--- src/rtl/shifter_pkg.sv ---
// Shared definitions for the pipelined barrel shifter: op codes and a
// constant-foldable clog2 used to size shift amounts and stage counts.
package shifter_pkg;

  localparam logic [2:0] OP_SLL = 3'b000;
  localparam logic [2:0] OP_SRL = 3'b001;
  localparam logic [2:0] OP_SRA = 3'b010;
  localparam logic [2:0] OP_ROL = 3'b011;
  localparam logic [2:0] OP_ROR = 3'b100;

  function automatic int clog2(input int value);
    int res;
    res = 0;
    for (int i = 0; i < 31; i++) begin
      if ((1 << i) < value) begin
        res = i + 1;
      end
    end
    return res;
  endfunction

endpackage

--- src/rtl/shift_layer.sv ---
// One barrel-shifter layer: shifts or rotates by the fixed distance DIST
// when en_i is set; illegal op codes pass the data through untouched.
module shift_layer
  import shifter_pkg::*;
#(
  parameter int WIDTH = 32,
  parameter int DIST  = 1
) (
  input  logic [WIDTH-1:0] data_i,
  input  logic             en_i,
  input  logic [2:0]       op_i,
  input  logic             msb_i,
  output logic [WIDTH-1:0] data_o
);

  always_comb begin
    data_o = data_i;
    if (en_i) begin
      case (op_i)
        OP_SLL:  data_o = {data_i[WIDTH-DIST-1:0], {DIST{1'b0}}};
        OP_SRL:  data_o = {{DIST{1'b0}}, data_i[WIDTH-1:DIST]};
        // msb_i is the operand's original sign, so fill stays correct across layers
        OP_SRA:  data_o = {{DIST{msb_i}}, data_i[WIDTH-1:DIST]};
        OP_ROL:  data_o = {data_i[WIDTH-DIST-1:0], data_i[WIDTH-1:WIDTH-DIST]};
        OP_ROR:  data_o = {data_i[DIST-1:0], data_i[WIDTH-1:DIST]};
        default: data_o = data_i;
      endcase
    end
  end

endmodule

--- src/rtl/pipe_shifter.sv ---
// Pipelined barrel shifter: SHW mux layers grouped LPS per stage, with a
// valid/ready handshake whose ready path ripples back from out_ready.
module pipe_shifter
  import shifter_pkg::*;
#(
  parameter int  WIDTH = 32,
  parameter int  LPS   = 1,
  localparam int SHW   = clog2(WIDTH),
  localparam int NSTG  = (SHW + LPS - 1) / LPS
) (
  input  logic             clk,
  input  logic             rst,
  input  logic             in_valid,
  output logic             in_ready,
  input  logic [WIDTH-1:0] in_data,
  input  logic [SHW-1:0]   in_shamt,
  input  logic [2:0]       in_op,
  output logic             out_valid,
  input  logic             out_ready,
  output logic [WIDTH-1:0] out_data,
  output logic             out_zero,
  output logic             out_illegal
);

  localparam int LAST = NSTG - 1;

  logic             valid_q [NSTG];
  logic [WIDTH-1:0] data_q  [NSTG];
  logic [SHW-1:0]   shamt_q [NSTG];
  logic [2:0]       op_q    [NSTG];
  logic             msb_q   [NSTG];
  logic [NSTG-1:0]  load;

  // A stage may load if it is empty or if everything downstream moves too.
  always_comb begin : ready_chain
    logic ld;
    ld         = !valid_q[LAST] || out_ready;
    load       = '0;
    load[LAST] = ld;
    for (int s = NSTG - 2; s >= 0; s--) begin
      ld      = !valid_q[s] || ld;
      load[s] = ld;
    end
  end

  assign in_ready = load[0] && !rst;

  genvar gi, gj;
  for (gi = 0; gi < NSTG; gi++) begin : g_stg
    localparam int LO = gi * LPS;
    localparam int HI = ((gi + 1) * LPS < SHW) ? (gi + 1) * LPS : SHW;
    localparam int NL = HI - LO;

    logic             v_in;
    logic             msb_in;
    logic [WIDTH-1:0] d_in;
    logic [SHW-1:0]   sh_in;
    logic [2:0]       op_in;
    logic [WIDTH-1:0] chain [NL+1];
    logic [WIDTH-1:0] data_d;

    if (gi == 0) begin : g_head
      assign v_in   = in_valid;
      assign d_in   = in_data;
      assign sh_in  = in_shamt;
      assign op_in  = in_op;
      assign msb_in = in_data[WIDTH-1];
    end else begin : g_link
      assign v_in   = valid_q[gi-1];
      assign d_in   = data_q[gi-1];
      assign sh_in  = shamt_q[gi-1];
      assign op_in  = op_q[gi-1];
      assign msb_in = msb_q[gi-1];
    end

    assign chain[0] = d_in;

    for (gj = 0; gj < NL; gj++) begin : g_lyr
      shift_layer #(
        .WIDTH (WIDTH),
        .DIST  (1 << (LO + gj))
      ) u_layer (
        .data_i (chain[gj]),
        .en_i   (sh_in[LO+gj]),
        .op_i   (op_in),
        .msb_i  (msb_in),
        .data_o (chain[gj+1])
      );
    end

    assign data_d = chain[NL];

    always_ff @(posedge clk) begin
      if (rst) begin
        valid_q[gi] <= 1'b0;
        data_q[gi]  <= '0;
        shamt_q[gi] <= '0;
        op_q[gi]    <= '0;
        msb_q[gi]   <= 1'b0;
      end else if (load[gi]) begin
        valid_q[gi] <= v_in;
        data_q[gi]  <= data_d;
        shamt_q[gi] <= sh_in;
        op_q[gi]    <= op_in;
        msb_q[gi]   <= msb_in;
      end
    end
  end

  assign out_valid   = valid_q[LAST];
  assign out_data    = valid_q[LAST] ? data_q[LAST] : '0;
  assign out_zero    = valid_q[LAST] && (data_q[LAST] == '0);
  assign out_illegal = valid_q[LAST] && (op_q[LAST] > OP_ROR);

endmodule

--- config.mk ---
export PLATFORM = sky130hd
export DESIGN_NAME = pipe_shifter
export DESIGN_NICKNAME = d
export VERILOG_FILES = /design/src/rtl/shifter_pkg.sv /design/src/rtl/shift_layer.sv /design/src/rtl/pipe_shifter.sv
export SDC_FILE = /design/constraint.sdc
export NUM_CORES = 1
export LEC_CHECK = 0
export ABC_AREA = 1
export CORE_ASPECT_RATIO = 0.75
export CORE_UTILIZATION = 60
export DETAILED_ROUTE_END_ITERATION = 8
export GPL_ROUTABILITY_DRIVEN = 0
export HOLD_SLACK_MARGIN = 0.08
export PLACE_DENSITY = 0.83
export SETUP_SLACK_MARGIN = 0.02
export SLEW_MARGIN = 20
export SYNTH_ARGS = -nofsm -noshare
export SYNTH_HDL_FRONTEND = slang
export SYNTH_HIERARCHICAL = 1
export SYNTH_SLANG_ARGS = --single-unit
--- constraint.sdc ---
create_clock -name clk -period 3.13 [get_ports clk]
set_input_delay 0.939 -clock clk [delete_from_list [all_inputs] [get_ports clk]]
set_output_delay 0.939 -clock clk [all_outputs]
set_load 0.1 [all_outputs]
# == Yosys cells after proc, flatten, opt, wreduce, memory -nomap -nowiden ==
# Memories as Yosys holds them, arrays and structs flattened.
# Index checks and enable logic that the tools add are counted.
# Widths: inputs -> output; s select.
# op_classes
n_lt_le_gt_ge,1
n_eq_ne,20
mux,53
n_bitwise,25
reduce_logical,21
# op_table
cell,count
$pmux 32 s5,4
$mux 32,11
$pmux 32 s4,1
$logic_not 32->1,1
$eq 3x2->1 const B,10
$mux 1,27
$mux 5,5
$or 1x1->1,25
$eq 3x1->1 const B,5
$eq 3x3->1 const B,5
$logic_not 3->1,5
$mux 3,5
$logic_not 1->1,6
$logic_or 1x1->1,5
$gt 3x3->1 const B,1
$logic_and 1x1->1,3
$reduce_or 2->1,1
# word_totals
regBits,0
ram_bits,210
inputBits,44
output_inout_bits,36
elab_cells,125
mem_count,5
# memory_table
name,depth,width,rd,rd_clocked_by_memory_dff,write_ports,line_no,source
data_q,5,32,5,0,5,pipe_shifter.sv:28,logic [WIDTH-1:0] data_q [NSTG];
shamt_q,5,5,4,0,5,pipe_shifter.sv:29,logic [SHW-1:0] shamt_q [NSTG];
op_q,5,3,5,0,5,pipe_shifter.sv:30,logic [2:0] op_q [NSTG];
msb_q,5,1,4,0,5,pipe_shifter.sv:31,logic msb_q [NSTG];
valid_q,5,1,5,0,5,pipe_shifter.sv:27,logic valid_q [NSTG];

# == Logic depth before layout (Yosys ltp) ==
# logic_depth
word_depth,10
ltp_mapped,11
mapped_depth_nobuf,10

# == Cells and area by module ==
# The synthesis kept the hierarchy.
# by_module_without_submodules
mod,instances,cells_each,area_each_um2,seq_area_each_um2
pipe_shifter,1,682,7882.6,5825.6
shift_layer at g_stg[3].g_lyr[0].u_layer,1,241,1046.0,0.0
shift_layer at g_stg[1].g_lyr[0].u_layer,1,248,1016.0,0.0
shift_layer at g_stg[2].g_lyr[0].u_layer,1,246,998.5,0.0
shift_layer at g_stg[0].g_lyr[0].u_layer,1,161,773.2,0.0
shift_layer at g_stg[4].g_lyr[0].u_layer,1,119,648.1,0.0

# == Worst setup path after synthesis ==
# Ideal clock, no wire load.
# synth_timing
path_kind,reg-to-output
start,mem valid_q[4]
end,out out_zero
t_arrival_ns,2.700
required_time_ns,2.191
path_slack_ns,-0.509
stages_incl_launch_ff,6
n_path_buf,1
path_cell_list,edfxtp_1 buf_4 nand2_1 nor2_1 nand3_1 nor2_1
# synth_rtl
item,line_no,source
from (decl),pipe_shifter.sv:27,
to (decl),pipe_shifter.sv:21,"output logic out_zero,"

# == Worst setup path after layout ==
# layout_timing
start,in out_ready
end,out in_ready
# layout_via
elab_chain_len,6
# layout_lines
item,line_no,source
from (decl),pipe_shifter.sv:19,"input logic out_ready,"
$logic_or 1x1->1,pipe_shifter.sv:37,ld = !valid_q[LAST] || out_ready;
$logic_or 1x1->1 (4 in a row),pipe_shifter.sv:41,ld = !valid_q[s] || ld;
$logic_and 1x1->1,pipe_shifter.sv:46,assign in_ready = load[0] && !rst;
to (decl),pipe_shifter.sv:14,"output logic in_ready,"
# Every way passes these cells.

==> results.py <==
metrics = {
    "run_status": {
        "status": "complete, no violations",
    },
    "sta": {
        "period_needed_ns": 3.038,
        "max_clock_freq_mhz": 329.2,
        "period_share": 0.9705,
        "worst_pin_slew_ns": 0.9433,
        "tns_ns": 0,
        "finalClockSkew_ns": 0.01476,
        "slew_headroom": 0.3712,
        "slew_violations": 0,
        "setup_viol": 0,
        "hold_viol_final": 0,
        "rsz0062_at_grt": "no",
    },
    "logic_synthesis": {
        "yosysTopAreaCell": "edfxtp_1",
        "syn_area_um2": 12360,
        "synth_commonest_cells": "nor2_1 (508), nand2_1 (380), inv_1 (291)",
        "netlist_instances": 1697,
        "synth_ff_type": "edfxtp_1",
        "avgSynthCellArea_um2": 7.286,
        "ys_ff_latch": 194,
        "synth_top_area_share": 0.4712,
        "synth.most_common_cell": "nor2_1",
        "synth_warnings": 6,
        "synth-seq-area-share": 0.4712,
        "yosysUniqueCellTypes": 30,
        "syn_nets": 1741,
        "async_flop_share": 0,
        "synthTopCellsByArea": "edfxtp_1 (47%), nor2_1 (15%), nand2_1 (12%), inv_1 (8.8%), a21oi_1 (3.2%)",
        "synth_edf_count": 194,
    },
    "setup_path": {
        "critPathMaxFanout": 4,
        "worstPathArrival_ns": 2.10,
        "crit_buf_inv": 3,
        "path_cells": "clkdlybuf4s50_1 > inv_2 > nand4_1 > nand2_2 > nand3_4 > buf_12",
        "ff2ff_path_depth": 6,
        "worstSetupStartpointType": "input port",
        "crit_path_start": "out_ready",
        "crit-reg2reg-launch": "op_q[3][1]",
        "slowest_stage": "clkdlybuf4s50_1",
        "crit_cells": 6,
        "worstPathRequired_ns": 2.19,
        "slowest_delay_ns": 0.47,
        "crit_family": "buffers and inverters",
        "critical_path_class": "in2out",
        "endpoint_kind": "output pin",
    },
    "global_route": {
        "grt_usage": 0.2757,
        "grt_pass1_vias": 9737,
        "antenna_found_initial": 0,
        "grtUsageMet3": 0.05460,
        "grt_overflow": 0,
        "met2_usage": 0.4343,
        "grt_pass1_wl_um": 46650,
        "use_met1": 0.3896,
        "grt_busiest_layer": "met2",
        "grt_max_degree": 80,
    },
    "final_layout": {
        "area_delta_synth_final_pct": 13.98,
        "layoutNonFillerInstCount": 2007,
        "drive_gt1_frac": 0.09091,
        "final_core_util": 0.6972,
        "num-nets-final": 1780,
        "antenna_cells": 0,
    },
    "route": {
        "drt-vias-per-instance": 5.295,
        "drc_errors": 0,
        "wl_um": 27970,
        "drt_first_pass_iters": 6,
        "ant_nets": 0,
        "routedWlPerCell_um": 13.94,
        "vias": 10630,
        "drt_iter0_drc": 1527,
    },
    "floorplanning": {
        "core-area_um2": 20210,
        "rows": 45,
        "design.die.area_um2": 21190,
        "fp.dieW_um": 167.8,
        "start_util": 0.6117,
        "die-height_um": 126.3,
        "io-pin-count": 80,
    },
    "power": {
        "p_clk_frac": 0.318,
        "switching_power_w": 0.002150,
        "intPower_w": 0.004875,
        "power.density_nw_per_um2": 498.4,
        "ir_drop_uv": 393.2,
        "switching_share": 0.3060,
        "p_comb_frac": 0.199,
        "p_leak_nw": 6.552,
        "p_seq_frac": 0.483,
    },
    "min_path": {
        "hold_depth": 2,
        "hp-class": "reg2reg",
        "holdCritStartpoint": "shamt_q[1][3]",
    },
    "cts": {
        "root_buffer": "clkbuf_16",
        "clock_latency_ns": 0.45,
        "clock_sinks": 194,
        "clk_pin_slew_ns": 0.07,
        "cts_made_buffers": 17,
        "cts_buffer_depth": 2,
        "cts_tree": "built",
        "h-tree-depth": 4,
    },
    "place": {
        "io_buffers": 79,
        "dp_hpwl_um": 19810,
        "dp.cells": 1975,
    },
    "job": {
        "maxCapViolCount": 0,
    },
}
==> metrics by stage <==
stage          hold slack [ns]  instance area [µm²]  power [W]  setup slack (ns)
3_3_place_gp            0.5549                13490   0.004744           0.04622
3_5_place_dp            0.5613                13490   0.004799           0.03573
4_1_cts                 0.5781                14090   0.007022           0.02372
6_report                0.5584                14090   0.007024           0.09237
2_1_floorplan           0.5191                12370   0.004442           0.02734
5_1_grt                 0.5931                14090   0.007355           0.02152
==> flip-flops by register name, summed over array words and instances (netlist names) <==
| name | cells |
|---|---|
| data_q | 160 |
| op_q | 15 |
| shamt_q | 10 |
| valid_q | 5 |
| msb_q | 4 |
==> routing by layer <==
layer	routed length [µm]	up-vias
li1	-	5226
met1	12350	4872
met2	12820	485
met3	2397	45
met4	408	0
met5	0	-
==> placed cells by master, fill, tap and decap left out, types with 3 or more instances in the layout <==
cell type,Yosys,layout
buf_4,23,16
nand2_4,4,4
o21ai_2,3,4
o21ai_1,11,10
inv_2,9,9
nor2_1,508,507
inv_8,0,4
nand3_4,3,4
nand3_1,33,32
nand4_1,3,3
nor2_4,6,7
edfxtp_1,194,194
nor2_2,16,16
a21boi_0,40,40
clkbuf_16,0,17
clkinvlp_4,0,5
nand2_1,380,380
inv_1,291,291
o21ai_0,8,8
nand3_2,5,5
a21oi_1,78,78
nand2_2,7,7
a21oi_2,14,14
clkdlybuf4s50_1,0,43
buf_12,0,39
==> kinds of logic (layout without fill, tap and decap cells) <==
group / after synthesis / in the layout / synth area share
AOI/OAI and AO/OA: 155 / 155 / 0.07640
buffers and inverters: 379 / 431 / 0.1358
DFF: 194 / 194 / 0.4712
and+or+nand+nor: 969 / 969 / 0.3166
==> worst min-delay path: stages, from the launching register on <==
cell and delay, ns:
edfxtp_1 0.32, inv_1 0.04, nor2_1 0.09
==> final timing paths <==
path,to,slack [ns]
min reg2reg,shamt_q[2][3],0.56
max,in_ready,0.09
max reg2reg,data_q[4][30],0.85
min,shamt_q[2][3],0.56
==> layout make-up <==
class / count / area [µm²]
Clock inverter: 14 / 168.9
Inverter: 301 / 1132
Tap cell: 258 / 322.8
Multi-Input combinational cell: 1124 / 4883
Sequential cell: 194 / 5826
Clock buffer: 18 / 429.2
Timing Repair Buffer: 98 / 1331
Fill cell: 1558 / 6120
==> power by group through the flow <==
stage,registers (W),clock network (W),logic (W)
5_1_grt,0.00342,0.00235,0.00159
2_1_floorplan,0.00335,0,0.00109
6_report,0.00339,0.00223,0.00140
3_5_place_dp,0.00344,0,0.00136
4_1_cts,0.00338,0.00226,0.00138
3_3_place_gp,0.00343,0,0.00131
==> what timing repair did <==
action | 4_1_cts | 5_1_grt
hold buffers | 0 | 0
buffers inserted | 0 | 0
setup endpoints to repair | 0 | 1
resized for setup | 0 | 1
Note: power is estimated with default switching activity, not from simulation.
